`src/rtl/mem_request_queue.sv`:
```
// rtl/mem_request_queue.sv - in-order request FIFO issuing one request at a time to a bridge user port
// Optional write completion responses: define MEM_REQUEST_QUEUE_WRITE_ACK_EN.
module mem_request_queue #(
  parameter int ADDR_WIDTH     = 32,
  parameter int DATA_WIDTH     = 128,
  parameter int FIFO_DEPTH_LOG = 3
) (
  input  logic                    ACLK,
  input  logic                    ARESET,
  input  logic                    req_valid,
  output logic                    req_ready,
  input  logic                    req_write,
  input  logic [ADDR_WIDTH-1:0]   req_addr,
  input  logic [DATA_WIDTH-1:0]   req_wdata,
  output logic                    rsp_valid,
  input  logic                    rsp_ready,
  output logic                    rsp_write,
  output logic [DATA_WIDTH-1:0]   rsp_rdata,
  output logic [ADDR_WIDTH-1:0]   user_addr,
  output logic                    user_read_enable,
  output logic                    user_write_enable,
  output logic [DATA_WIDTH-1:0]   user_write_data,
  input  logic [DATA_WIDTH-1:0]   user_read_data,
  input  logic                    user_ready,
  output logic [FIFO_DEPTH_LOG:0] queue_count
);
  localparam int DEPTH = 1 << FIFO_DEPTH_LOG;
  localparam logic [FIFO_DEPTH_LOG:0] FULL_COUNT = (FIFO_DEPTH_LOG+1)'(DEPTH);
  localparam logic [FIFO_DEPTH_LOG:0] PTR_ONE    = (FIFO_DEPTH_LOG+1)'(1);

  typedef enum logic [1:0] {IDLE, WAIT, RESP} state_t;

  logic [ADDR_WIDTH-1:0] addr_mem  [DEPTH];
  logic [DATA_WIDTH-1:0] wdata_mem [DEPTH];
  logic                  write_mem [DEPTH];

  logic [FIFO_DEPTH_LOG:0] wr_ptr_q, rd_ptr_q, count_q, count_d;
  logic full, empty, push, pop;

  state_t                state_q;
  logic                  tag_q;
  logic [ADDR_WIDTH-1:0] user_addr_q;
  logic [DATA_WIDTH-1:0] user_wdata_q;
  logic                  user_rd_en_q, user_wr_en_q;
  logic                  rsp_valid_q;
  logic [DATA_WIDTH-1:0] rsp_rdata_q;

  assign full        = (count_q == FULL_COUNT);
  assign empty       = (count_q == '0);
  assign push        = req_valid && !full;
  assign pop         = (state_q == IDLE) && !empty;
  assign req_ready   = !full;
  assign queue_count = count_q;

  always_comb begin
    count_d = count_q;
    if (push && !pop) begin
      count_d = count_q + PTR_ONE;
    end else if (pop && !push) begin
      count_d = count_q - PTR_ONE;
    end
  end

  // Storage needs no reset: entries are only read once counted in.
  always_ff @(posedge ACLK) begin
    if (push) begin
      addr_mem[wr_ptr_q[FIFO_DEPTH_LOG-1:0]]  <= req_addr;
      wdata_mem[wr_ptr_q[FIFO_DEPTH_LOG-1:0]] <= req_wdata;
      write_mem[wr_ptr_q[FIFO_DEPTH_LOG-1:0]] <= req_write;
    end
  end

  always_ff @(posedge ACLK or posedge ARESET) begin
    if (ARESET) begin
      wr_ptr_q <= '0;
      rd_ptr_q <= '0;
      count_q  <= '0;
    end else begin
      if (push) wr_ptr_q <= wr_ptr_q + PTR_ONE;
      if (pop)  rd_ptr_q <= rd_ptr_q + PTR_ONE;
      count_q <= count_d;
    end
  end

`ifdef MEM_REQUEST_QUEUE_WRITE_ACK_EN
  logic rsp_write_q;
  assign rsp_write = rsp_write_q;
`else
  assign rsp_write = 1'b0;
`endif

  always_ff @(posedge ACLK or posedge ARESET) begin
    if (ARESET) begin
      state_q      <= IDLE;
      tag_q        <= 1'b0;
      user_addr_q  <= '0;
      user_wdata_q <= '0;
      user_rd_en_q <= 1'b0;
      user_wr_en_q <= 1'b0;
      rsp_valid_q  <= 1'b0;
      rsp_rdata_q  <= '0;
`ifdef MEM_REQUEST_QUEUE_WRITE_ACK_EN
      rsp_write_q  <= 1'b0;
`endif
    end else begin
      user_rd_en_q <= 1'b0;
      user_wr_en_q <= 1'b0;
      case (state_q)
        IDLE: begin
          if (!empty) begin
            user_addr_q  <= addr_mem[rd_ptr_q[FIFO_DEPTH_LOG-1:0]];
            user_wdata_q <= write_mem[rd_ptr_q[FIFO_DEPTH_LOG-1:0]] ?
                            wdata_mem[rd_ptr_q[FIFO_DEPTH_LOG-1:0]] : '0;
            user_rd_en_q <= !write_mem[rd_ptr_q[FIFO_DEPTH_LOG-1:0]];
            user_wr_en_q <= write_mem[rd_ptr_q[FIFO_DEPTH_LOG-1:0]];
            tag_q        <= write_mem[rd_ptr_q[FIFO_DEPTH_LOG-1:0]];
            state_q      <= WAIT;
          end
        end
        WAIT: begin
          if (user_ready) begin
`ifdef MEM_REQUEST_QUEUE_WRITE_ACK_EN
            rsp_valid_q <= 1'b1;
            rsp_write_q <= tag_q;
            rsp_rdata_q <= tag_q ? '0 : user_read_data;
            state_q     <= RESP;
`else
            // Unacknowledged writes retire straight back to IDLE.
            if (tag_q) begin
              state_q <= IDLE;
            end else begin
              rsp_valid_q <= 1'b1;
              rsp_rdata_q <= user_read_data;
              state_q     <= RESP;
            end
`endif
          end
        end
        RESP: begin
          if (rsp_ready) begin
            rsp_valid_q <= 1'b0;
            state_q     <= IDLE;
          end
        end
        default: state_q <= IDLE;
      endcase
    end
  end

  assign user_addr         = user_addr_q;
  assign user_write_data   = user_wdata_q;
  assign user_read_enable  = user_rd_en_q;
  assign user_write_enable = user_wr_en_q;
  assign rsp_valid         = rsp_valid_q;
  assign rsp_rdata         = rsp_rdata_q;

  a_ready_only_in_wait: assert property (
    @(posedge ACLK) disable iff (ARESET) user_ready |-> (state_q == WAIT));

endmodule

```
`config.mk`:
```
export PLATFORM = sky130hd
export DESIGN_NAME = mem_request_queue
export DESIGN_NICKNAME = d
export VERILOG_FILES = /design/src/rtl/mem_request_queue.sv
export SDC_FILE = /design/constraint.sdc
export NUM_CORES = 2
export LEC_CHECK = 0
export CAP_MARGIN = 20
export CORE_MARGIN = 1.5
export CORE_UTILIZATION = 55
export CTS_BUF_LIST = sky130_fd_sc_hd__clkbuf_16
export DETAILED_ROUTE_END_ITERATION = 8
export DONT_BUFFER_PORTS = 1
export GPL_TIMING_DRIVEN = 0
export PLACE_DENSITY = 0.69
export SLEW_MARGIN = 25
export SYNTH_ARGS = -nofsm -noshare
export SYNTH_HDL_FRONTEND = slang
export SYNTH_SLANG_ARGS = --single-unit
```
`constraint.sdc`:
```
create_clock -name ACLK -period 16.5 [get_ports ACLK]
set_clock_uncertainty 0.15 [all_clocks]
set_input_delay 3.3 -clock ACLK [delete_from_list [all_inputs] [get_ports ACLK]]
set_output_delay 3.3 -clock ACLK [all_outputs]
set_load 0.01 [all_outputs]
```
# Word level (Yosys, flattened, before mapping)
# Memories as Yosys holds them, arrays and structs flattened. A register that Yosys moved wholly into a read port is not among the register bits.
# Cells that the tools add are included.
[totals]
register_bits = 274
ramBits = 1288
in_bits = 294
out_inout_bits = 297
elab_cells = 61
memories = 3
[classes]
addsub = 4
eq_ne = 7
n_mux = 18
bitwise_logic = 2
reduce_logical = 17
[mem_list]
columns = ["name", "words", "word_bits", "rd", "rd_ports_with_merged_regs", "wr", "line_no", "text"]
rows = [
  ["wdata_mem", 8, 128, 1, 0, 1, "34", "logic [DATA_WIDTH-1:0] wdata_mem [DEPTH];"],
  ["addr_mem", 8, 32, 1, 1, 1, "33", "logic [ADDR_WIDTH-1:0] addr_mem [DEPTH];"],
  ["write_mem", 8, 1, 1, 0, 1, "35", "logic write_mem [DEPTH];"],
]
[ops]
columns = ["op", "count"]
rows = [
  ["128-bit two-way mux", 1],
  ["4-bit by 1-bit adder with 4-bit output (second input constant)", 3],
  ["1-bit two-way mux", 9],
  ["2-bit two-way mux", 4],
  ["4-bit two-way mux", 2],
  ["2-bit != test (second input constant)", 4],
  ["2-bit case mux with 3 select lines", 1],
  ["3-bit AND reduction", 2],
  ["1-bit zero test", 5],
  ["4-bit equality test (second input constant)", 1],
  ["1-bit logical AND", 4],
  ["4-bit zero test", 1],
  ["4-bit AND reduction", 1],
  ["2-bit nonzero test", 2],
  ["4-bit by 1-bit subtractor with 4-bit output (second input constant)", 1],
  ["2-bit by 1-bit equality test with 1-bit output (second input constant)", 1],
  ["2-bit equality test (second input constant)", 1],
  ["2-bit zero test", 1],
  ["1-bit NOT", 2],
  ["1-bit case mux with 2 select lines", 1],
  ["2-bit AND reduction", 1],
]

# Depth between registers and ports, before layout
[depth]
ltp_word = 7
depth_mapped = 11
depth_no_buf = 10

# Worst setup path after synthesis
# No wires, ideal clock.
[synth_path]
kind = "input-to-reg"
from = "input req_valid"
to = "memory addr_mem[0][0], enable pin"
setup_ns = 0.879
arrival_ns = 14.431
t_required_ns = 15.471
path_slack_ns = 1.040
stages = 4
path_buffers = 0
cell_sequence = "nand2_1 -> inv_2 -> nand2b_1 -> nor3_1"
[synth_via]
elab_chain_cells = 3
[synth_lines]
columns = ["element", "line_no", "text"]
rows = [
  ["start, declared", "10", "input logic req_valid,"],
  ["1-bit logical AND", "50", "assign push = req_valid && !full;"],
  ["via push", "38", "logic full, empty, push, pop;"],
  ["1-bit two-way mux", "66", "if (push) begin"],
  ["1-bit two-way mux (implied by the code)", "67", "addr_mem[wr_ptr_q[FIFO_DEPTH_LOG-1:0]] <= req_addr;"],
  ["end, declared", "33", ""],
]
# The timed path passes the listed nets, and every way through them passes these cells.

# Final worst setup path
[layout_path]
from = "register count_q[1] (netlist: queue_count[1])"
to = "output req_ready"
[layout_via]
elab_chain_cells = 2
[layout_lines]
columns = ["element", "line_no", "text"]
rows = [
  ["start, declared", "37", "logic [FIFO_DEPTH_LOG:0] wr_ptr_q, rd_ptr_q, count_q, count_d;"],
  ["start signal, assigned", "81", "count_q <= count_d;"],
  ["4-bit equality test", "48", "assign full = (count_q == FULL_COUNT);"],
  ["1-bit zero test", "52", "assign req_ready = !full;"],
  ["end, declared", "11", "output logic req_ready,"],
]
# No other way between the ends.

==> run metrics <==
Top Family by Delay on Critical Path simple AND/OR/NAND/NOR gates; critical path, cell by cell or4b_1; Max VDD drop 0.000131 V; overall die area between 0.1 and 0.15 mm2; Slew HR 37.0%; first-pass detailed-route iteration total 6; critical path type reg -> out; Syn. warnings 0; CP max-delay cell or4b_1; Post-CTS Setup Bufs 0; vias in the first global route ~30000; Resize count post-CTS 0; final worst setup slack 11.11 ns; hold crit path type reg -> reg; total CTS buffers 157; post-synthesis cell area between 0.05 and 0.06 mm2; flops & latches, synth about 1600; post-place setup slack approximately 10 ns; required time worst endpoint between 10 and 15 ns; Vias approximately 28000; slew of the pin with the lowest slew margin ~0.94 ns; final hold vios 0; Vias/cell 6.11; grt ovf 0; fin crit period approximately 5.4 ns; CTS tree yes; IO Port Bufs 0; critical path's largest stage delay 0.70 ns; # DRC 0; fin. max-slew vios 0; fillcell total 6969; CTS Hold Bufs 0; Area Growth Syn to Fin 15.3%; max cap viols 0; maximum fanout along the worst path 6; Setup Viol. Count Final 0; outcome finished, final reports clean; clock tree sinks approximately 1600; max frequency 0.186 GHz; first-pass GRT wire length 206000 um; Buf/Inv on CP 0; Syn Area/Cell 21.7 um2; final net count around 3300; initial antenna violation count 18; post-synthesis sequential area ratio between 70% and 80%; finished layout cell area about 0.068 mm2; DR WL/cell between 30 and 40 um; die width 332 um; final estimated routing congestion in global placement around 0.95; fraction of layout cells with a size suffix above 1 25.3%; DP HPWL approximately 98000 um; post-route ant nets 0; Yosys cell types 36; Clock transition at path regs approximately 0.06 ns; I/O pins between 500 and 600; Die H 332 um; period utilisation layout around a third; Worst Setup Start Kind flip-flop; pwr dens approximately 190 mW/mm2; core box area ~0.11 mm2; unrepaired setup endpoints after global routing no; Placed Area ~0.063 mm2; Clk Latency, worst-skew pair ~0.75 ns; final wirelength around 140000 um; gr usage total a little over a quarter; P_leak approximately 24 nW; Arr. time, crit path a little under 2 ns; initial DRC count roughly 2700; H-tree depth 4; Synthesized Nets around 3000; Synth Instances 2734; Initial Utilization between 50% and 60%; CP Capture Type primary output; num rows 120; pin count of the biggest net entering global routing ~100; Root Buffer Master clkbuf_16; deepest clock path buffer count 3
[where the power goes]
| group | internal, W | total, W | switching, W |
|---|---|---|---|
| Sequential | 0.00519 | 0.00582 | 0.000626 |
| Clock | 0.00208 | 0.00354 | 0.00146 |
| Combinational | 0.00159 | 0.00352 | 0.00194 |
[stage by stage]
step | total power, W | util (%) | setup TNS (ns) | instances | hold WS [ns]
finish | 0.0129 | 63.9 | 0 | 4573 | 0.356
global placement | 0.00946 | 57.1 | -5849.55 | 4137 | 0.348
detailed placement | 0.00947 | 59.0 | 0 | 4261 | 0.345
global route | 0.0134 | 63.9 | 0 | 4551 | 0.391
floorplan | 0.00820 | - | 0 | 2734 | 0.317
CTS | 0.0130 | 63.9 | 0 | 4551 | 0.359
[area by class of cell]
cell class              instances  area [um2]  area share [%]
diodes                         22        55.1          0.0805
plain buffers                 140         932            1.36
clock buffers                 163        4080            5.96
clock inverters               127        1090            1.59
inverters                       7        33.8          0.0494
multi-input cells             995       12200            17.8
flip-flops and latches       1592       46300            67.6
well taps                    1403        1760            2.57
repair buffers                124        2030            2.97
[synth_stat cells, drive strengths merged]
master,count,area share [%]
edfxtp,1288,65
mux4,320,12
dfrtp,304,13
nand2,177,1.1
mux2i,164,2.8
o21ai,161,1.4
mux2,130,2.5
buf,117,1.4
clkbuf,23,0.15
nor2,10,0.063
inv,7,0.044
xnor2,6,0.089
ha,5,0.11
nand2b,3,0.032
nor3,3,0.034
a21oi,2,0.017
nor2b,2,0.021
a21o,1,0.013
a22oi,1,0.013
a2bb2oi,1,0.025
a31o,1,0.015
a31oi,1,0.011
conb,1,0.0063
fa,1,0.034
nand3,1,0.017
nor4,1,0.011
nor4b,1,0.025
o31ai,1,0.013
or4b,1,0.017
[kinds of logic (layout without fill, tap and decap cells)]
logic type                 Yosys count  count (layout)  synth area share [%]
DFF                               1592            1592                  78.0
muxes                              614             614                  17.4
buffers and inverters              147             561                  1.61
AOI/OAI and AO/OA                  169             169                  1.46
other                                1              23               0.00632
adders and majority gates            6               6                 0.139
and+or+nand+nor                    199             199                  1.34
xor gates and xnor gates             6               6                0.0885
[worst paths after layout]
path | start | endpoint | slack, ns | cells after the start
worst max-delay path | queue_count[1] | req_ready | 11.11 | 1
max in group asynchronous | ARESET | user_write_data[114] | 12.49 | 3
worst max register to register | queue_count[3] | wdata_mem[0][102] | 12.79 | 11
worst min register to register | tag_q | tag_q | 0.36 | 2
min in group asynchronous | ARESET | rsp_rdata[58] | 2.29 | 1
worst min-delay path | tag_q | tag_q | 0.36 | 2
[flip-flops by register name, summed over array words and instances, names as in the netlist]
register           count
addr_mem             256
user_read_enable       1
rsp_rdata            128
wdata_mem           1024
tag_q                  1
user_write_enable      1
rsp_valid              1
user_addr             32
rd_ptr_q               3
write_mem              8
state_q                2
queue_count            4
wr_ptr_q               3
user_write_data      128
[cells in the final DEF (no fill, tap or decap), drive strengths merged, types with 2 or more instances in the layout]
master,instances
a21oi,2
buf,241
bufinv,19
clkbuf,186
clkinv,51
clkinvlp,3
dfrtp,304
diode,22
edfxtp,1288
ha,5
inv,61
mux2,130
mux2i,164
mux4,320
nand2,177
nand2b,3
nor2,10
nor2b,2
nor3,3
o21ai,161
xnor2,6
[routing by layer]
| metal | part of all wire (%) | vias to the layer above | track usage, % |
|---|---|---|---|
| li1 | - | 11700 | - |
| met1 | 37 | 14900 | 33.0 |
| met2 | 50 | 1165 | 43.0 |
| met3 | 11 | 225 | 9.68 |
| met4 | 2.2 | 8 | 7.38 |
| met5 | 0.037 | - | 0 |
(Power assumes the default switching activity.)
